**src/rtl/multi_button_debouncer_if.sv**
```systemverilog
// Button bundle between the raw front-panel inputs and the debounced outputs.
// The master drives the raw levels; the slave (the debouncer) returns levels and strobes.
interface multi_button_debouncer_if #(
    parameter int CHANNELS = 4
);
    logic [CHANNELS-1:0] btn_in;
    logic [CHANNELS-1:0] btn_level;
    logic [CHANNELS-1:0] btn_rise;
    logic [CHANNELS-1:0] btn_fall;
    logic                any_event;

    modport master (
        output btn_in,
        input  btn_level,
        input  btn_rise,
        input  btn_fall,
        input  any_event
    );

    modport slave (
        input  btn_in,
        output btn_level,
        output btn_rise,
        output btn_fall,
        output any_event
    );
endinterface

```
**src/rtl/multi_button_debouncer.sv**
```systemverilog
// Debouncer for CHANNELS independent push buttons: both press and release are qualified,
// polarity is per channel, and one-cycle rise/fall strobes plus a combined event flag are produced.
module multi_button_debouncer #(
    parameter int                  CHANNELS   = 4,
    parameter int                  LIMIT      = 100000,
    parameter logic [CHANNELS-1:0] ACTIVE_LOW = '0
) (
    input  logic                     clk,
    input  logic                     reset,
    multi_button_debouncer_if.slave  btn
);
    localparam int              CNT_W    = $clog2(LIMIT + 1);
    localparam logic [CNT_W-1:0] CNT_LAST = CNT_W'(LIMIT - 1);

    typedef enum logic [1:0] {
        RELEASED,
        PRESS_WAIT,
        PRESSED,
        RELEASE_WAIT
    } state_t;

    logic [CHANNELS-1:0] sync1;
    logic [CHANNELS-1:0] sync2;
    logic [CHANNELS-1:0] pressed_s;
    logic [CHANNELS-1:0] level_vec;
    logic [CHANNELS-1:0] rise_vec;
    logic [CHANNELS-1:0] fall_vec;
    logic                any_q;

    // The synchroniser carries raw levels so that reset can load each channel's inactive
    // pin level; polarity correction follows, giving the same timing as correcting up front.
    // NOTE: sequential state uses non-blocking assignments so every flop samples pre-edge values.
    always_ff @(posedge clk or posedge reset) begin
        if (reset) begin
            sync1 <= ACTIVE_LOW;
            sync2 <= ACTIVE_LOW;
        end else begin
            sync1 <= btn.btn_in;
            sync2 <= sync1;
        end
    end

    assign pressed_s = sync2 ^ ACTIVE_LOW;

    for (genvar i = 0; i < CHANNELS; i++) begin : g_ch
        state_t           state_q, state_d;
        logic [CNT_W-1:0] cnt_q, cnt_d;
        logic             level_q, level_d;
        logic             rise_q, rise_d;
        logic             fall_q, fall_d;

        always_ff @(posedge clk or posedge reset) begin
            if (reset) begin
                state_q <= RELEASED;
                cnt_q   <= '0;
                level_q <= 1'b0;
                rise_q  <= 1'b0;
                fall_q  <= 1'b0;
            end else begin
                state_q <= state_d;
                cnt_q   <= cnt_d;
                level_q <= level_d;
                rise_q  <= rise_d;
                fall_q  <= fall_d;
            end
        end

        // NOTE: every output of this block gets a default first, so no path can infer a latch.
        always_comb begin
            state_d = state_q;
            cnt_d   = '0;
            level_d = level_q;
            rise_d  = 1'b0;
            fall_d  = 1'b0;
            case (state_q)
                RELEASED: begin
                    if (pressed_s[i]) state_d = PRESS_WAIT;
                end
                PRESS_WAIT: begin
                    if (!pressed_s[i]) begin
                        state_d = RELEASED;
                    end else if (cnt_q == CNT_LAST) begin
                        state_d = PRESSED;
                        level_d = 1'b1;
                        rise_d  = 1'b1;
                    end else begin
                        cnt_d = cnt_q + 1'b1;
                    end
                end
                PRESSED: begin
                    if (!pressed_s[i]) state_d = RELEASE_WAIT;
                end
                RELEASE_WAIT: begin
                    if (pressed_s[i]) begin
                        state_d = PRESSED;
                    end else if (cnt_q == CNT_LAST) begin
                        state_d = RELEASED;
                        level_d = 1'b0;
                        fall_d  = 1'b1;
                    end else begin
                        cnt_d = cnt_q + 1'b1;
                    end
                end
                default: state_d = RELEASED;
            endcase
        end

        assign level_vec[i] = level_q;
        assign rise_vec[i]  = rise_q;
        assign fall_vec[i]  = fall_q;
    end

    always_ff @(posedge clk or posedge reset) begin
        if (reset) any_q <= 1'b0;
        else       any_q <= |(rise_vec | fall_vec);
    end

    assign btn.btn_level = level_vec;
    assign btn.btn_rise  = rise_vec;
    assign btn.btn_fall  = fall_vec;
    assign btn.any_event = any_q;
endmodule

```
**src/flat_wrapper.sv**
```systemverilog
// flat-port wrapper written by rule: the top's interface ports become plain ports
module multi_button_debouncer_flat 
#(
    parameter int                  CHANNELS   = 4,
    parameter int                  LIMIT      = 100000,
    parameter logic [CHANNELS-1:0] ACTIVE_LOW = '0
)
  (clk, reset, btn_btn_in, btn_btn_level, btn_btn_rise, btn_btn_fall, btn_any_event);
  multi_button_debouncer_if #(.CHANNELS(CHANNELS)) btn_i ();
  input  logic clk;
  input  logic reset;
  input wire logic [$bits(btn_i.btn_in)-1:0] btn_btn_in;
  output wire logic [$bits(btn_i.btn_level)-1:0] btn_btn_level;
  output wire logic [$bits(btn_i.btn_rise)-1:0] btn_btn_rise;
  output wire logic [$bits(btn_i.btn_fall)-1:0] btn_btn_fall;
  output wire logic [$bits(btn_i.any_event)-1:0] btn_any_event;
  assign btn_i.btn_in = btn_btn_in;
  assign btn_btn_level = btn_i.btn_level;
  assign btn_btn_rise = btn_i.btn_rise;
  assign btn_btn_fall = btn_i.btn_fall;
  assign btn_any_event = btn_i.any_event;
  multi_button_debouncer #(.CHANNELS(CHANNELS), .LIMIT(LIMIT), .ACTIVE_LOW(ACTIVE_LOW)) u_core (.clk(clk), .reset(reset), .btn(btn_i));
endmodule
```
**config.mk**
```make
export PLATFORM = sky130hd
export DESIGN_NAME = multi_button_debouncer_flat
export DESIGN_NICKNAME = d
export VERILOG_FILES = /design/src/rtl/multi_button_debouncer_if.sv /design/src/rtl/multi_button_debouncer.sv /design/src/flat_wrapper.sv
export SDC_FILE = /design/constraint.sdc
export NUM_CORES = 1
export LEC_CHECK = 0
export ABC_AREA = 1
export BUFFER_PORTS_ARGS = -buffer_cell sky130_fd_sc_hd__buf_2
export CAP_MARGIN = 10
export CORE_ASPECT_RATIO = 0.8
export CORE_UTILIZATION = 67
export CTS_CLUSTER_DIAMETER = 30
export DETAILED_ROUTE_END_ITERATION = 7
export PLACE_DENSITY = 0.94
export SLEW_MARGIN = 20
export SYNTH_ARGS = -nofsm -noshare
export SYNTH_HDL_FRONTEND = slang
export SYNTH_SLANG_ARGS = --single-unit
export TNS_END_PERCENT = 30
```
**constraint.sdc**
```tcl
create_clock -name clk -period 7.8 [get_ports clk]
set_input_delay 0.78 -clock clk [delete_from_list [all_inputs] [get_ports clk]]
set_output_delay 0.78 -clock clk [all_outputs]
set_load 0.02 [all_outputs]
```
==> metrics.md, run 1 <==
| Metric | Value |
|---|---|
| Clk pin slew, worst setup/hold paths | around 0.09 ns |
| Area taken by multi-input logic gates | 2230 µm² |
| Cell depth of the worst hold path | 0 |
| Sequential area share after synthesis | 48.1% |
| Crit-path max cell delay | ~0.4 ns |
| Clock skew | around 0.014 ns |
| Total iterations of the first detailed-routing run | 5 |
| Number of vias in the routed layout | 4252 |
| # diodes | 0 |
| Gpl congestion | 0.975 |
| DR vias/cell | between 5 and 6 |
| Fin. max-slew vios | 0 |
| CP max-delay cell | dfrtp_1 |
| Fmax | 0.525 GHz |
| Worst R2R Start | u_core.g_ch[1].cnt_q[0]$_DFF_PP0_ |
| Critical Path RT | 8.06 ns |
| Hold path startpoint | u_core.sync1[2]$_DFF_PP0_ |
| Antenna violations before repair | 0 |
| Hold_buf cts | 0 |
| Congestion Overflow GR | 0 |
| Critical path cell sequence | ha_1, nand3_2, nor2_1, nand3_1, nand2_1, inv_1, nand2_1, nor2_1 |
| Slew margin rel. | 49.2% |
| CTS Buffer Depth | 2 |
| Synthesis-to-layout area growth | 5.65% |
| PortBufs | 18 |
| DRC errors left | 0 |
| GRT Overall Usage | 29.3% |
| VDD IR-drop max | 0.000104 V |
| Die ar. | 7890 µm² |
| Critical path class | register to register |
| Proportion of layout cells with a drive suffix above 1 | 12.2% |
| PostCTS Resize Cnt | 0 |
| RSZ-0062 raised after global routing | false |
| Clk pwr share | 36.6% |
| CTS tree | built |
| DR iter-0 viols | between 200 and 250 |
| Worst r2r dst | u_core.g_ch[1].cnt_q[13]$_DFF_PP0_ |
| Sw Ratio | 25.5% |
| Drt total wl | 10400 µm |
| Synthesized flop and latch total | 97 |
| Final #Nets | 670 |
| Clock latency on the worst-skew pair | 0.37 ns |
| Slew @ Worst Pin | 0.762 ns |
| Avg WL per Cell | 13.8 µm |
| Leakage power | 2.32 nW |
| Number of global-route vias before repair | ~4000 |
| Detailed placement HPWL | 7520 µm |
| Flop2flop setup slack | 5.90 ns |
| Synth Instances | 647 |
| Ys Warns | 0 |
| CP max FO | 12 |
| Critical Path Start Type | register |
| Pint | 0.701 mW |
| Sink Count | 97 |
| Post-CTS Setup Bufs | 0 |
| CP arrival | 2.17 ns |
| Post-Syn Area | 5050 µm² |
| Core Region | 7090 µm² |
| Die width | 99.1 µm |
| Fin crit share | 24.4% |
| Status | finished, final reports clean |
| Switch Pwr | 0.240 mW |
| Sequential Power Share | 56.2% |
| FF/Latch Area | 2430 µm² |
| Post-Route Setup TNS | 0 ns |
| Filler cells | 487 |
| Core Rows | 27 |
| Tmin final | between 1.5 and 2 ns |
| Initial Utilization | between 70% and 80% |
| Mapped Avg Cell Area | ~7.8 µm² |
| Syn nets | 657 |
| First-pass GRT wire length | 17900 µm |
| Final setup vio count | 0 |
| Util after Layout | 75.2% |
| Final Hold Fails | 0 |
| Min-delay worst type | register to register |
| End of the worst hold path | u_core.pressed_s[2]$_DFF_PP0_ |
| Power density cells | 176 nW/µm² |
| R2R depth | 8 |
| Clock root buffer | clkbuf_8 |
| Synth unique cells | 33 |
| Max Cap Viol | 0 |
| Die Ht | approximately 80 µm |
| Routed Antenna Nets | 0 |
| TritonCTS Buffers | 9 |
| H-tree depth | 3 |
| Crit end category | register |
| I/O pin total | 19 |
| Largest net degree at the start of global routing | 66 |
| Combinational share of power | 7.2% |
## metal layers
metal / global-route usage [%] / vias up / share of wire, %
met5: 0 / - / 0
li1: - / 2053 / -
met2: 50.8 / 152 / 49
met4: 9.56 / 0 / 1.9
met3: 7.71 / 24 / 7.0
met1: 36.0 / 2023 / 42
## worst max-delay path: cells and delay by family, from the launching register on
kind | cells | cell delay, ns
flip-flops | 1 | 0.39
AND/OR/NAND/NOR | 6 | 0.95
adder cells (fa/ha/maj) | 1 | 0.23
buffers and inverters | 1 | 0.23
## Yosys cell counts (all sizes together)
cell / count / area, µm²
nor4: 3 / 18.8
nand4: 8 / 50.1
ha: 4 / 50.1
xor2: 16 / 140
nor2: 161 / 677
inv: 69 / 259
o21bai: 3 / 22.5
xnor2: 8 / 70.1
nand2b: 1 / 6.26
nor3: 27 / 145
nand2: 147 / 582
buf: 17 / 138
a21oi: 9 / 45.0
o21ai: 19 / 95.1
or2: 1 / 6.26
dfrtp: 97 / 2430
and3: 2 / 12.5
o21a: 1 / 7.51
nand3b: 1 / 7.51
nand3: 50 / 270
nor3b: 1 / 7.51
o22ai: 1 / 6.26
and2: 1 / 6.26
## flip-flops by register name, summed over array words and instances, names as in the netlist, named ones only
name and cells:
u_core.btn.any_event 1, u_core.g_ch.cnt_q 68, u_core.g_ch.fall_q 4, u_core.g_ch.level_q 4, u_core.g_ch.rise_q 4, u_core.g_ch.state_q 4, u_core.pressed_s 4, u_core.sync1 4
## cell usage in the layout, fill, tap and decap left out, drive strengths merged
master | netlist | final
xnor2 | 8 | 8
o22ai | 1 | 1
and2 | 1 | 1
xor2 | 16 | 16
nand2b | 1 | 1
nand4 | 8 | 8
buf | 17 | 19
clkinvlp | 0 | 2
ha | 4 | 4
nor4 | 3 | 3
o21a | 1 | 1
a21oi | 9 | 9
nand3 | 50 | 50
nor3b | 1 | 1
nor3 | 27 | 27
o21ai | 19 | 19
nor2 | 161 | 161
dfrtp | 97 | 97
o21bai | 3 | 3
inv | 69 | 70
clkbuf | 0 | 11
bufinv | 0 | 1
and3 | 2 | 2
nand3b | 1 | 1
or2 | 1 | 1
clkinv | 0 | 1
nand2 | 147 | 147
## through the flow
step	hold WS [ns]	setup WS (ns)	total power [mW]	std cells	cell area (µm²)
2_1_floorplan	0.331	4.49	0.591	647	5050
3_3_place_gp	0.334	5.85	0.599	736	5120
3_5_place_dp	0.337	5.84	0.606	736	5120
4_1_cts	0.354	5.98	0.942	752	5340
5_1_grt	0.371	5.78	0.975	752	5340
6_report	0.353	5.90	0.941	752	5340
## cell families after synthesis
kind of cell	synth area share (%)
and+or+nand+nor	35.4
DFF	48.1
buffers and inverters	7.85
AOI/OAI and AO/OA	3.49
xor gates and xnor gates	4.16
adders and majority gates	0.991
## final cells by class
type / count / share of cell area, %
Clock inverter: 5 / 1.17
Tap cell: 87 / 2.04
Inverter: 69 / 4.90
Sequential cell: 97 / 45.5
Multi-Input combinational cell: 464 / 41.7
Clock buffer: 11 / 2.84
Timing Repair Buffer: 19 / 1.83
## how the worst max path moves through the flow
stage	from	end	slack [ns]	depth (start not counted)
after floorplan	reset	asynchronous set/reset pin	4.49	1
after global placement	reset	u_core.g_ch[1].cnt_q[12]$_DFF_PP0_	5.85	3
after detailed placement	reset	u_core.g_ch[1].cnt_q[12]$_DFF_PP0_	5.84	3
after CTS	u_core.g_ch[1].cnt_q[0]$_DFF_PP0_	u_core.g_ch[1].cnt_q[13]$_DFF_PP0_	5.98	8
after global routing	u_core.g_ch[1].cnt_q[0]$_DFF_PP0_	u_core.g_ch[1].cnt_q[13]$_DFF_PP0_	5.78	8
final	u_core.g_ch[1].cnt_q[0]$_DFF_PP0_	u_core.g_ch[1].cnt_q[13]$_DFF_PP0_	5.90	8
## power by group through the flow
stage	Combinational [mW]	Sequential [mW]	Clock, mW
2_1_floorplan	0.0558	0.535	0
3_3_place_gp	0.0631	0.536	0
3_5_place_dp	0.0679	0.539	0
4_1_cts	0.0683	0.529	0.345
5_1_grt	0.0767	0.530	0.368
6_report	0.0677	0.529	0.344
Power figures use the tool's default switching activity.
==> inputs of run 2 (changes only) <==
--- a/config.mk
+++ b/config.mk
@@ -9,10 +9,10 @@
 export BUFFER_PORTS_ARGS = -buffer_cell sky130_fd_sc_hd__buf_2
 export CAP_MARGIN = 10
 export CORE_ASPECT_RATIO = 0.8
-export CORE_UTILIZATION = 67
+export CORE_UTILIZATION = 62
 export CTS_CLUSTER_DIAMETER = 30
 export DETAILED_ROUTE_END_ITERATION = 7
-export PLACE_DENSITY = 0.94
+export PLACE_DENSITY = 0.89
 export SLEW_MARGIN = 20
 export SYNTH_ARGS = -nofsm -noshare
 export SYNTH_HDL_FRONTEND = slang
==> constraint.sdc (replaced) <==
create_clock -name clk -period 1.85 [get_ports clk]
set_input_delay 0.185 -clock clk [delete_from_list [all_inputs] [get_ports clk]]
set_output_delay 0.185 -clock clk [all_outputs]
set_load 0.02 [all_outputs]
==> run 2 against run 1 <==
Against the previous run:
- die area rose by 7.9%
- via count is 0.99% lower
- worst hold slack better by 0.0068 ns
- core utilization is 6.9 points lower
- register-to-register slack worse by 5.7 ns
- critical path type unchanged
- highest routed layer unchanged
==> metrics.md, run 2 (synthesized netlist as in run 1, its figures left out) <==
| Metric | Value |
|---|---|
| Status | finished, final reports clean (unchanged) |
| Clock skew | 0.0137 ns (was 0.0144 ns) |
| Tmin final | 1.70 ns (was 1.90 ns) |
| Die Ht | 82.7 µm (was 79.7 µm) |
| Critical path cell sequence | ha_1, nand3_2, nor2_1, nand3_1, nand2_2, inv_1, nand2_1, nor2_1 (was ha_1, nand3_2, nor2_1, nand3_1, nand2_1, inv_1, nand2_1, nor2_1) |
| Congestion Overflow GR | 0 (unchanged) |
| Min-delay worst type | register to register (unchanged) |
| CP max-delay cell | dfrtp_1 (unchanged) |
| GRT Overall Usage | 25.6% (was 29.3%) |
| CTS tree | built (unchanged) |
| Slew @ Worst Pin | 0.498 ns (was 0.762 ns) |
| Post-Route Setup TNS | 0 ns (unchanged) |
| CP max FO | 16 (was 12) |
| FF/Latch Area | 2430 µm² (unchanged) |
| Fmax | 0.589 GHz (was 0.525 GHz) |
| Die width | 103 µm (was 99.1 µm) |
| # diodes | 0 (unchanged) |
| Total iterations of the first detailed-routing run | 7 (was 5) |
| End of the worst hold path | u_core.pressed_s[0]$_DFF_PP0_ (was u_core.pressed_s[2]$_DFF_PP0_) |
| R2R depth | 8 (unchanged) |
| DRC errors left | 0 (unchanged) |
| Area taken by multi-input logic gates | 2230 µm² (unchanged) |
| Post-CTS Setup Bufs | 0 (unchanged) |
| Flop2flop setup slack | 0.15 ns (was 5.90 ns) |
| DR vias/cell | 5.40 (was 5.65) |
| Switch Pwr | 1.03 mW (was 0.240 mW) |
| Largest net degree at the start of global routing | 98 (was 66) |
| Antenna violations before repair | 0 (unchanged) |
| Sequential Power Share | 58.1% (was 56.2%) |
| Fin crit share | 91.8% (was 24.4%) |
| Crit-path max cell delay | 0.39 ns (about the same) |
| Most common cell after layout, fill and taps aside | nand2_1 (unchanged) |
| Fin. max-slew vios | 0 (unchanged) |
| RSZ-0062 raised after global routing | false (unchanged) |
| Hold path startpoint | u_core.sync1[0]$_DFF_PP0_ (was u_core.sync1[2]$_DFF_PP0_) |
| CTS Buffer Depth | 2 (unchanged) |
| Power density cells | 709 nW/µm² (was 176 nW/µm²) |
| Drt total wl | 10000 µm (was 10400 µm) |
| Max Cap Viol | 0 (unchanged) |
| H-tree depth | 3 (unchanged) |
| Leakage power | 2.33 nW (was 2.32 nW) |
| Biggest register | u_core.g_ch.cnt_q (unchanged) |
| Clock root buffer | clkbuf_8 (unchanged) |
| Synthesis-to-layout area growth | 7.04% (was 5.65%) |
| Cell repeated most along the worst path | nor2_1 |
| Pint | 2.80 mW (was 0.701 mW) |
| Routed Antenna Nets | 0 (unchanged) |
| PortBufs | 18 (unchanged) |
| Worst R2R Start | u_core.g_ch[0].cnt_q[0]$_DFF_PP0_ (was u_core.g_ch[1].cnt_q[0]$_DFF_PP0_) |
| Critical path class | register to register (unchanged) |
| Crit end category | register (unchanged) |
| Worst r2r dst | u_core.g_ch[0].cnt_q[16]$_DFF_PP0_ (was u_core.g_ch[1].cnt_q[13]$_DFF_PP0_) |
| Filler cells | 625 (was 487) |
| Clk pwr share | 34.2% (was 36.6%) |
| Final Hold Fails | 0 (unchanged) |
| Gpl congestion | 0.993 (was 0.975) |
| I/O pin total | 19 (unchanged) |
| VDD IR-drop max | 0.000438 V (was 0.000104 V) |
| Core Region | 7910 µm² (was 7090 µm²) |
| Most frequent cells in the layout | 137 x nand2_1, 134 x nor2_1, 97 x dfrtp_1 (unchanged) |
| Critical Path RT | 2.13 ns (was 8.06 ns) |
| Number of global-route vias before repair | 3740 (was 4044) |
| Final #Nets | 676 (was 670) |
| Slew margin rel. | 66.8% (was 49.2%) |
| Initial Utilization | 63.8% (was 71.2%) |
| Clock latency on the worst-skew pair | 0.37 ns (about the same) |
| CP arrival | 1.97 ns (was 2.17 ns) |
| Detailed placement HPWL | 7020 µm (was 7520 µm) |
| Avg WL per Cell | 12.9 µm (was 13.8 µm) |
| TritonCTS Buffers | 9 (unchanged) |
| First-pass GRT wire length | 16700 µm (was 17900 µm) |
| Combinational share of power | 7.7% (was 7.2%) |
| DR iter-0 viols | 217 (was 215) |
| CP delay by family, top | simple AND/OR/NAND/NOR gates (unchanged) |
| PostCTS Resize Cnt | 0 (unchanged) |
| Hold slack final | 0.359 ns (was 0.353 ns) |
| Clk pin slew, worst setup/hold paths | 0.10 ns (was 0.09 ns) |
| Critical Path Start Type | register (unchanged) |
| Largest register FFs | 68 (unchanged) |
| Number of vias in the routed layout | 4210 (was 4252) |
| WP buf/inv | 1 (unchanged) |
| Final setup vio count | 0 (unchanged) |
| Sw Ratio | 26.8% (was 25.5%) |
| Core Rows | 29 (was 27) |
| Die ar. | 8510 µm² (was 7890 µm²) |
| Cell depth of the worst hold path | 0 (unchanged) |
| Proportion of layout cells with a drive suffix above 1 | 12.2% (about the same) |
| Sink Count | 97 (unchanged) |
run 2: changes by cell type in the layout (fill, tap and decap cells not counted), sizes merged:
cell,delta
clkinvlp,+1
inv,+1
clkbuf,-1
dlygate4sd3,+5
bufinv,-1
buf,+1
run 2: layout make-up:
type                    count  share of cell area, %
repair buffers             25                   3.10
inverters                  69                   4.86
multi-input cells         464                   41.2
clock inverters             6                  0.903
well taps                 108                   2.50
flip-flops and latches     97                   44.9
clock buffers              10                   2.55
run 2: worst max-delay path by stage:
stage | startpoint | depth (start not counted) | slack, ns | end
6_report | u_core.g_ch[0].cnt_q[0]$_DFF_PP0_ | 8 | 0.15 | u_core.g_ch[0].cnt_q[16]$_DFF_PP0_
5_1_grt | u_core.g_ch[0].cnt_q[0]$_DFF_PP0_ | 8 | 0.007 | u_core.g_ch[0].cnt_q[16]$_DFF_PP0_
3_5_place_dp | u_core.g_ch[0].cnt_q[0]$_DFF_PP0_ | 8 | 0.19 | u_core.g_ch[0].cnt_q[13]$_DFF_PP0_
3_3_place_gp | u_core.g_ch[0].cnt_q[0]$_DFF_PP0_ | 8 | 0.33 | u_core.g_ch[0].cnt_q[15]$_DFF_PP0_
2_1_floorplan | u_core.g_ch[3].cnt_q[0]$_DFF_PP0_ | 7 | 0.47 | u_core.g_ch[3].cnt_q[13]$_DFF_PP0_
4_1_cts | u_core.g_ch[0].cnt_q[0]$_DFF_PP0_ | 8 | 0.18 | u_core.g_ch[0].cnt_q[16]$_DFF_PP0_
run 2: per-layer routing:
layer	global-route usage, %	part of all wire, %	up-vias
met5	0	0	-
met4	8.87	1.4	0
met3	6.65	6.6	18
met2	41.5	48	163
met1	33.5	44	1970
li1	-	-	2059
run 2: stage by stage:
stage	cells	setup WS, ns	cell area [µm²]	util (%)	total power, mW
2_1_floorplan	647	0.470	5050	-	2.49
3_3_place_gp	758	0.330	5170	65.3	2.53
3_5_place_dp	758	0.191	5170	65.3	2.56
4_1_cts	779	0.177	5410	68.3	3.87
5_1_grt	779	0.00719	5410	68.3	4.01
6_report	779	0.153	5410	68.3	3.83
run 2: timing repair:
action / in CTS / in global routing
hold buffers: 5 / 0
endpoints found under the setup margin: 0 / 0
endpoints found under the hold margin: 101 / 0
run 2: power groups by stage:
stage | registers (mW) | logic, mW | clock network (mW)
after global routing | 2.24 | 0.345 | 1.43
after floorplan | 2.26 | 0.236 | 0
after CTS | 2.23 | 0.303 | 1.34
final | 2.23 | 0.296 | 1.31
after global placement | 2.26 | 0.272 | 0
after detailed placement | 2.27 | 0.290 | 0
